$ cat src/rtl/adcdac_2g_ctrl_pkg.sv
// Shared definitions for the ADC/DAC 2G serial control link.
// Both this board-side responder and the host-side controller import this package.
package adcdac_2g_ctrl_pkg;

    localparam int   READ_FLAG  = 7;
    localparam int   FRAME_BITS = 10;
    localparam logic LINE_IDLE  = 1'b1;

    typedef enum logic [2:0] {
        S_CMD,
        S_WDATA,
        S_RD,
        S_CAP,
        S_RESP
    } frame_state_e;

    typedef enum logic [2:0] {
        RX_IDLE,
        RX_START,
        RX_DATA,
        RX_STOP,
        RX_WAIT_IDLE
    } rx_state_e;

    // Error counters stick at all-ones rather than wrapping back to zero.
    function automatic logic [7:0] sat_inc8(input logic [7:0] value);
        return (value == 8'hFF) ? value : value + 8'd1;
    endfunction

endpackage

$ cat src/rtl/adcdac_2g_ctrl_bit_rx.sv
// Serial byte receiver: 2-flop synchronizer, start-bit validation at mid-bit,
// LSB-first data sampling and stop-bit check producing byte_valid / frame_err pulses.
module adcdac_2g_ctrl_bit_rx
    import adcdac_2g_ctrl_pkg::*;
#(
    parameter int CLKS_PER_BIT = 16
) (
    input  logic       clk_i,
    input  logic       rst_i,
    input  logic       rx_i,
    output logic [7:0] byte_o,
    output logic       byte_valid_o,
    output logic       frame_err_o
);

    localparam int CNT_W = $clog2(CLKS_PER_BIT);
    localparam int HALF  = CLKS_PER_BIT / 2;

    logic             sync1_q, sync2_q;
    logic             rx_s;
    rx_state_e        state_q, state_d;
    logic [CNT_W-1:0] cnt_q, cnt_d;
    logic [2:0]       bit_idx_q, bit_idx_d;
    logic [7:0]       shift_q, shift_d;
    logic             valid_q, valid_d;
    logic             ferr_q, ferr_d;
    logic             half_done, bit_done;

    always_ff @(posedge clk_i) begin
        if (rst_i) begin
            sync1_q <= LINE_IDLE;
            sync2_q <= LINE_IDLE;
        end else begin
            sync1_q <= rx_i;
            sync2_q <= sync1_q;
        end
    end

    assign rx_s      = sync2_q;
    assign half_done = (cnt_q == CNT_W'(HALF - 1));
    assign bit_done  = (cnt_q == CNT_W'(CLKS_PER_BIT - 1));

    always_ff @(posedge clk_i) begin
        if (rst_i) begin
            state_q <= RX_IDLE;
        end else begin
            state_q <= state_d;
        end
    end

    // A start that has gone high again by mid-bit is a glitch, not a frame.
    always_comb begin
        state_d = state_q;
        case (state_q)
            RX_IDLE:      if (rx_s != LINE_IDLE) state_d = RX_START;
            RX_START:     if (half_done) state_d = (rx_s == LINE_IDLE) ? RX_IDLE : RX_DATA;
            RX_DATA:      if (bit_done && bit_idx_q == 3'd7) state_d = RX_STOP;
            RX_STOP:      if (bit_done) state_d = (rx_s == LINE_IDLE) ? RX_IDLE : RX_WAIT_IDLE;
            RX_WAIT_IDLE: if (rx_s == LINE_IDLE) state_d = RX_IDLE;
            default:      state_d = RX_IDLE;
        endcase
    end

    always_comb begin
        cnt_d     = cnt_q + 1'b1;
        bit_idx_d = bit_idx_q;
        shift_d   = shift_q;
        valid_d   = 1'b0;
        ferr_d    = 1'b0;
        case (state_q)
            RX_START: begin
                if (half_done) begin
                    cnt_d     = '0;
                    bit_idx_d = '0;
                end
            end
            RX_DATA: begin
                if (bit_done) begin
                    cnt_d     = '0;
                    shift_d   = {rx_s, shift_q[7:1]};
                    bit_idx_d = bit_idx_q + 3'd1;
                end
            end
            RX_STOP: begin
                if (bit_done) begin
                    cnt_d   = '0;
                    valid_d = (rx_s == LINE_IDLE);
                    ferr_d  = (rx_s != LINE_IDLE);
                end
            end
            default: cnt_d = '0;
        endcase
    end

    always_ff @(posedge clk_i) begin
        if (rst_i) begin
            cnt_q     <= '0;
            bit_idx_q <= '0;
            shift_q   <= '0;
            valid_q   <= 1'b0;
            ferr_q    <= 1'b0;
        end else begin
            cnt_q     <= cnt_d;
            bit_idx_q <= bit_idx_d;
            shift_q   <= shift_d;
            valid_q   <= valid_d;
            ferr_q    <= ferr_d;
        end
    end

    assign byte_o       = shift_q;
    assign byte_valid_o = valid_q;
    assign frame_err_o  = ferr_q;

endmodule

$ cat src/rtl/adcdac_2g_ctrl_resp.sv
// Board-side responder: turns received command bytes into register bus strobes
// and serializes read data back to the host on the tx line.
module adcdac_2g_ctrl_resp
    import adcdac_2g_ctrl_pkg::*;
#(
    parameter int CLKS_PER_BIT = 16,
    parameter int TIMEOUT_BITS = 32
) (
    input  logic       fpga_clk,
    input  logic       fpga_rst,
    input  logic       zdok_rx_data,
    output logic       zdok_tx_data,
    output logic [6:0] reg_addr,
    output logic [7:0] reg_wdata,
    output logic       reg_we,
    output logic       reg_re,
    input  logic [7:0] reg_rdata,
    output logic [7:0] err_cnt,
    output logic       busy
);

    localparam int CNT_W      = $clog2(CLKS_PER_BIT);
    localparam int TO_CYCLES  = TIMEOUT_BITS * CLKS_PER_BIT;
    localparam int TO_W       = $clog2(TO_CYCLES);

    logic [7:0]       rx_byte;
    logic             rx_valid;
    logic             rx_ferr;

    frame_state_e     state_q, state_d;
    logic [6:0]       addr_q, addr_d;
    logic [7:0]       wdata_q, wdata_d;
    logic             we_q, we_d;
    logic [7:0]       err_q, err_d;
    logic [TO_W-1:0]  to_cnt_q, to_cnt_d;
    logic             err_inc;
    logic             re_c;
    logic             tx_start;
    logic             timeout;

    logic             tx_line_q;
    logic             tx_active_q;
    logic [8:0]       tx_shift_q;
    logic [CNT_W-1:0] tx_cnt_q;
    logic [3:0]       tx_bits_q;
    logic             tx_bit_done;
    logic             tx_done;

    adcdac_2g_ctrl_bit_rx #(
        .CLKS_PER_BIT(CLKS_PER_BIT)
    ) u_bit_rx (
        .clk_i        (fpga_clk),
        .rst_i        (fpga_rst),
        .rx_i         (zdok_rx_data),
        .byte_o       (rx_byte),
        .byte_valid_o (rx_valid),
        .frame_err_o  (rx_ferr)
    );

    assign timeout     = (to_cnt_q == TO_W'(TO_CYCLES - 1));
    assign tx_bit_done = (tx_cnt_q == CNT_W'(CLKS_PER_BIT - 1));
    assign tx_done     = tx_active_q && tx_bit_done && (tx_bits_q == 4'(FRAME_BITS - 1));

    always_ff @(posedge fpga_clk) begin
        if (fpga_rst) begin
            state_q <= S_CMD;
        end else begin
            state_q <= state_d;
        end
    end

    always_comb begin
        state_d = state_q;
        case (state_q)
            S_CMD:   if (rx_valid) state_d = rx_byte[READ_FLAG] ? S_RD : S_WDATA;
            S_WDATA: if (rx_valid || rx_ferr || timeout) state_d = S_CMD;
            S_RD:    state_d = S_CAP;
            S_CAP:   state_d = S_RESP;
            S_RESP:  if (tx_done) state_d = S_CMD;
            default: state_d = S_CMD;
        endcase
    end

    // A framing error is always counted, and it absorbs a timeout landing on the same cycle.
    always_comb begin
        addr_d   = addr_q;
        wdata_d  = wdata_q;
        we_d     = 1'b0;
        to_cnt_d = '0;
        err_inc  = 1'b0;
        re_c     = 1'b0;
        tx_start = 1'b0;
        case (state_q)
            S_CMD: begin
                if (rx_valid) addr_d = rx_byte[6:0];
            end
            S_WDATA: begin
                to_cnt_d = to_cnt_q + 1'b1;
                if (rx_valid) begin
                    wdata_d = rx_byte;
                    we_d    = 1'b1;
                end else if (timeout && !rx_ferr) begin
                    err_inc = 1'b1;
                end
            end
            S_RD:    re_c = 1'b1;
            S_CAP:   tx_start = 1'b1;
            S_RESP:  if (rx_valid) err_inc = 1'b1;
            default: ;
        endcase
        if (rx_ferr) err_inc = 1'b1;
        err_d = err_inc ? sat_inc8(err_q) : err_q;
    end

    always_ff @(posedge fpga_clk) begin
        if (fpga_rst) begin
            addr_q   <= '0;
            wdata_q  <= '0;
            we_q     <= 1'b0;
            err_q    <= '0;
            to_cnt_q <= '0;
        end else begin
            addr_q   <= addr_d;
            wdata_q  <= wdata_d;
            we_q     <= we_d;
            err_q    <= err_d;
            to_cnt_q <= to_cnt_d;
        end
    end

    // The start bit goes straight onto the line; the shifter holds data plus stop bit.
    always_ff @(posedge fpga_clk) begin
        if (fpga_rst) begin
            tx_line_q   <= LINE_IDLE;
            tx_active_q <= 1'b0;
            tx_shift_q  <= '1;
            tx_cnt_q    <= '0;
            tx_bits_q   <= '0;
        end else if (tx_start) begin
            tx_line_q   <= ~LINE_IDLE;
            tx_active_q <= 1'b1;
            tx_shift_q  <= {LINE_IDLE, reg_rdata};
            tx_cnt_q    <= '0;
            tx_bits_q   <= '0;
        end else if (tx_active_q) begin
            if (tx_bit_done) begin
                tx_cnt_q <= '0;
                if (tx_bits_q == 4'(FRAME_BITS - 1)) begin
                    tx_active_q <= 1'b0;
                    tx_line_q   <= LINE_IDLE;
                end else begin
                    tx_line_q  <= tx_shift_q[0];
                    tx_shift_q <= {LINE_IDLE, tx_shift_q[8:1]};
                    tx_bits_q  <= tx_bits_q + 4'd1;
                end
            end else begin
                tx_cnt_q <= tx_cnt_q + 1'b1;
            end
        end
    end

    assign zdok_tx_data = tx_line_q;
    assign reg_addr     = addr_q;
    assign reg_wdata    = wdata_q;
    assign reg_we       = we_q;
    assign reg_re       = re_c;
    assign err_cnt      = err_q;
    assign busy         = (state_q != S_CMD) || tx_active_q;

endmodule

$ cat config.mk
export PLATFORM = sky130hd
export DESIGN_NAME = adcdac_2g_ctrl_resp
export DESIGN_NICKNAME = d
export VERILOG_FILES = /design/src/rtl/adcdac_2g_ctrl_pkg.sv /design/src/rtl/adcdac_2g_ctrl_bit_rx.sv /design/src/rtl/adcdac_2g_ctrl_resp.sv
export SDC_FILE = /design/constraint.sdc
export NUM_CORES = 1
export LEC_CHECK = 0
export ABC_AREA = 1
export CORE_ASPECT_RATIO = 1.4
export CORE_MARGIN = 2
export CORE_UTILIZATION = 30
export DETAILED_ROUTE_END_ITERATION = 16
export PLACE_DENSITY_LB_ADDON = 0.25
export RECOVER_POWER = 50
export SLEW_MARGIN = 10
export SYNTH_ARGS = -nofsm -noshare
export SYNTH_HDL_FRONTEND = slang
export SYNTH_HIERARCHICAL = 1
export SYNTH_SLANG_ARGS = --single-unit
$ cat constraint.sdc
create_clock -name fpga_clk -period 2.6 [get_ports fpga_clk]
set_input_delay 0.39 -clock fpga_clk [delete_from_list [all_inputs] [get_ports fpga_clk]]
set_output_delay 0.39 -clock fpga_clk [all_outputs]
set_load 0.01 [all_outputs]
==> impl_metrics.xml <==
<?xml version="1.0" encoding="UTF-8"?>
<metrics>
  <group name="clock_tree">
    <metric name="clock_insertion_delay_worst_skew" unit="ps">330</metric>
    <metric name="cts_sink_cnt" unit="">76</metric>
    <metric name="clkTransAtPathRegs" unit="ps">60</metric>
    <metric name="hold_fix_buffers_at_cts" unit="">0</metric>
    <metric name="cts.htree.levels" unit="">3</metric>
    <metric name="cts_buffers" unit="">9</metric>
    <metric name="setup_repair_bufs_after_cts" unit="">0</metric>
    <metric name="cts_tree" unit="">built</metric>
    <metric name="clock_tree.root_cell" unit="">sky130_fd_sc_hd__clkbuf_16</metric>
    <metric name="post_cts_resized" unit="">0</metric>
    <metric name="clock_path_buffers" unit="">2</metric>
  </group>
  <group name="routing">
    <metric name="drcViolationCount" unit="">0</metric>
    <metric name="detail_route.first_pass.iterations" unit="">5</metric>
    <metric name="wirelength" unit="mm">7.183</metric>
    <metric name="detail_route.vias_per_cell" unit="">4.634</metric>
    <metric name="post_drt_wl_per_cell" unit="um">11.10</metric>
    <metric name="dr_total_vias" unit="">2998</metric>
    <metric name="final_antenna_net_count" unit="">0</metric>
    <metric name="initialDrtViolationCount" unit="">116</metric>
  </group>
  <group name="global_routing">
    <metric name="grt-ovfl-total" unit="">0</metric>
    <metric name="grtUsageTotal" unit="%">12.79</metric>
    <metric name="antenna_found_initial" unit="">0</metric>
    <metric name="maximum_number_of_pins_on_one_net_before_global_route_repair" unit="">17</metric>
    <metric name="grt_first_pass_wirelength" unit="mm">12.52</metric>
    <metric name="first_global_vias" unit="">2932</metric>
  </group>
  <group name="sta">
    <metric name="final.setup.tns" unit="ps">0</metric>
    <metric name="final-max-slew-violation-count" unit="">0</metric>
    <metric name="max_clock_freq" unit="MHz">461.1</metric>
    <metric name="timing.final.crit_period" unit="ps">2169</metric>
    <metric name="finalSetupViolCount" unit="">0</metric>
    <metric name="rsz_0062_raised_after_global_routing" unit="">no</metric>
    <metric name="maxSlewHeadroom" unit="%">56.35</metric>
    <metric name="worstMarginPinSlew" unit="ps">652.3</metric>
    <metric name="timing.final.crit_share" unit="%">83.41</metric>
    <metric name="post_route_clock_skew" unit="ps">7.015</metric>
    <metric name="hold_violations" unit="">0</metric>
  </group>
  <group name="pwr">
    <metric name="powerDensity" unit="nW/um^2">690.1</metric>
    <metric name="power_leakage" unit="nW">1.737</metric>
    <metric name="ir_drop_worst_vdd" unit="V">0.0004145</metric>
  </group>
  <group name="finish">
    <metric name="antenna_cells" unit="">0</metric>
    <metric name="num-nets-final" unit="">521</metric>
    <metric name="post-route-util" unit="%">37.97</metric>
    <metric name="area.growth.synth_to_final" unit="%">23.24</metric>
    <metric name="final_layout_size_suffix_gt1_share" unit="%">6.324</metric>
  </group>
  <group name="synthesis">
    <metric name="synth_edf_count" unit="">0</metric>
    <metric name="yosys_most_used_dff" unit="">sky130_fd_sc_hd__dfxtp_1</metric>
    <metric name="yosys-top-cells-area" unit="">sky130_fd_sc_hd__dfxtp_1 45%, sky130_fd_sc_hd__nand2_1 9.8%, sky130_fd_sc_hd__nor2_1 9.2%</metric>
    <metric name="synthCells" unit="">459</metric>
    <metric name="leading_post_synthesis_cells_by_instance_count" unit="">87 x sky130_fd_sc_hd__nand2_1, 82 x sky130_fd_sc_hd__nor2_1, 76 x sky130_fd_sc_hd__dfxtp_1, 46 x sky130_fd_sc_hd__inv_1, 42 x sky130_fd_sc_hd__nand3_1</metric>
    <metric name="post_synthesis_sequential_area_ratio" unit="%">45.44</metric>
    <metric name="yosysMostFrequentCell" unit="">sky130_fd_sc_hd__nand2_1</metric>
    <metric name="postSynthAreaPerCell" unit="sq um">7.295</metric>
    <metric name="postSynth.asyncResetShare" unit="%">0</metric>
    <metric name="synth-warning-count" unit="">6</metric>
    <metric name="yosysTopAreaCellShare" unit="%">45.44</metric>
    <metric name="synth.largest_area_cell" unit="">sky130_fd_sc_hd__dfxtp_1</metric>
    <metric name="netlist_area_before_placement" unit="sq um">3348</metric>
    <metric name="synthDistinctLibCells" unit="">31</metric>
    <metric name="synth_fp_nets" unit="">479</metric>
    <metric name="synth-seq-cells" unit="">76</metric>
  </group>
  <group name="flow_run">
    <metric name="maxCapViolCount" unit="">0</metric>
  </group>
  <group name="floorplanning">
    <metric name="die_w" unit="um">93.29</metric>
    <metric name="placement_rows" unit="">45</metric>
    <metric name="die-height" unit="um">129</metric>
    <metric name="initial_utilization" unit="%">30.81</metric>
    <metric name="core_region_area" unit="sq um">10870</metric>
    <metric name="num_io_pins" unit="">38</metric>
    <metric name="dieArea" unit="sq um">12030</metric>
  </group>
  <group name="critical_path">
    <metric name="worst_ep_arrival_time" unit="ps">2440</metric>
    <metric name="setup.reg_to_reg.worst_slack" unit="ps">430</metric>
    <metric name="cp_required" unit="ps">2870</metric>
    <metric name="start_kind" unit="">flip-flop</metric>
    <metric name="worstSetupPathType" unit="">reg2reg</metric>
    <metric name="critical_path.max_fanout" unit="">10</metric>
    <metric name="setup.worst_path.end_class" unit="">flip-flop</metric>
  </group>
  <group name="placement">
    <metric name="dp_hpwl" unit="mm">5.304</metric>
    <metric name="numPortBuffers" unit="">37</metric>
    <metric name="gpl.final_weighted_congestion" unit="">0.7685</metric>
  </group>
  <group name="run_status">
    <metric name="status" unit="">completed</metric>
  </group>
  <group name="worst_hold_path">
    <metric name="worstHoldPathType" unit="">reg2reg</metric>
  </group>
</metrics>
critical path, cell delays in order, from the launching register on:
cell and delay (ps):
sky130_fd_sc_hd__dfxtp_1 350, sky130_fd_sc_hd__ha_1 170, sky130_fd_sc_hd__nand2_1 50, sky130_fd_sc_hd__inv_1 60, sky130_fd_sc_hd__nand2_1 70, sky130_fd_sc_hd__nor3_1 250
sky130_fd_sc_hd__nand2_1 80, sky130_fd_sc_hd__nor2_1 100, sky130_fd_sc_hd__ha_1 190, sky130_fd_sc_hd__inv_1 50, sky130_fd_sc_hd__nor2_1 80, sky130_fd_sc_hd__nand3_1 100
sky130_fd_sc_hd__nand3_2 190, sky130_fd_sc_hd__nand2_2 140, sky130_fd_sc_hd__inv_1 100, sky130_fd_sc_hd__nor2_1 40, sky130_fd_sc_hd__nor2_1 90
layer usage:
layer | GRT usage, % | share of wire, %
met1 | 14.33 | 44
met3 | 3.044 | 2.8
met4 | 5.709 | 1.7
met5 | 0 | 0
met2 | 22.81 | 51
area by class of cell:
class                           count  area (sq um)
Inverter                           51         192.7
Clock buffer                       12         246.5
Multi-Input combinational cell    324          1555
Timing Repair Buffer               39         385.4
Fill cell                        1157          6740
Sequential cell                    76          1521
Tap cell                          141         176.4
Clock inverter                      4         48.80
power breakdown:
part	switching, W	leakage (nW)	internal, W
clock	0.000457	0.147	0.000768
sequential	0.0000515	0.614	0.00121
combinational	0.000228	0.977	0.000138
total	0.000737	1.74	0.00211
final timing paths:
path / from / endpoint / cells past startpoint
max reg2reg: to_cnt_q[0]$_SDFF_PP0_ / err_cnt[1]$_SDFFE_PP0P_ / 16
min: u_bit_rx/sync1_q$_SDFF_PP1_ / u_bit_rx/rx_s$_SDFF_PP1_ / 1
max: to_cnt_q[0]$_SDFF_PP0_ / err_cnt[1]$_SDFFE_PP0P_ / 16
min reg2reg: u_bit_rx/sync1_q$_SDFF_PP1_ / u_bit_rx/rx_s$_SDFF_PP1_ / 1
per-stage QoR:
step                      setup WS (ps)  total power (W)  instances  hold slack [ps]  area [sq um]
after floorplan                   729.4         0.001593        459            389.5          3348
after global routing              13.25         0.003009        647            424.5          4126
after CTS                         411.6         0.002910        647            408.0          4165
after detailed placement          425.8         0.001667        631            394.9          3870
final                             431.5         0.002848        647            406.3          4126
after global placement            493.0         0.001659        631            393.3          3870
flip-flops by register name, summed over array words and instances (netlist names), 7 cells and up:
name,count
u_bit_rx/byte_o,8
err_cnt,8
reg_wdata,8
reg_addr,7
to_cnt_q,9
tx_shift_q,8
cell usage in the layout (no fill, tap or decap), drive strengths merged:
| cell | instances |
|---|---|
| o21ai | 27 |
| nand3b | 2 |
| ha | 9 |
| bufinv | 1 |
| dlygate4sd3 | 8 |
| inv | 50 |
| nor3 | 9 |
| buf | 2 |
| clkdlybuf4s50 | 29 |
| nor2 | 89 |
| o22ai | 1 |
| a211oi | 1 |
| clkinv | 4 |
| o221ai | 1 |
| or2 | 4 |
| nand4 | 9 |
| xor2 | 5 |
| a21oi | 28 |
| nand3 | 45 |
| nand2 | 93 |
| clkbuf | 12 |
| nor3b | 1 |
| dfxtp | 76 |
cell families after synthesis:
kind of cell / count (synthesis) / synth area share (%)
AO/OA/AOI/OAI: 58 / 9.006
XOR/XNOR: 5 / 1.308
adder cells (fa/ha/maj): 9 / 3.363
buffers and inverters: 59 / 6.951
flip-flops: 76 / 45.44
AND/OR/NAND/NOR: 252 / 33.93
Power figures use the tool's default switching activity.
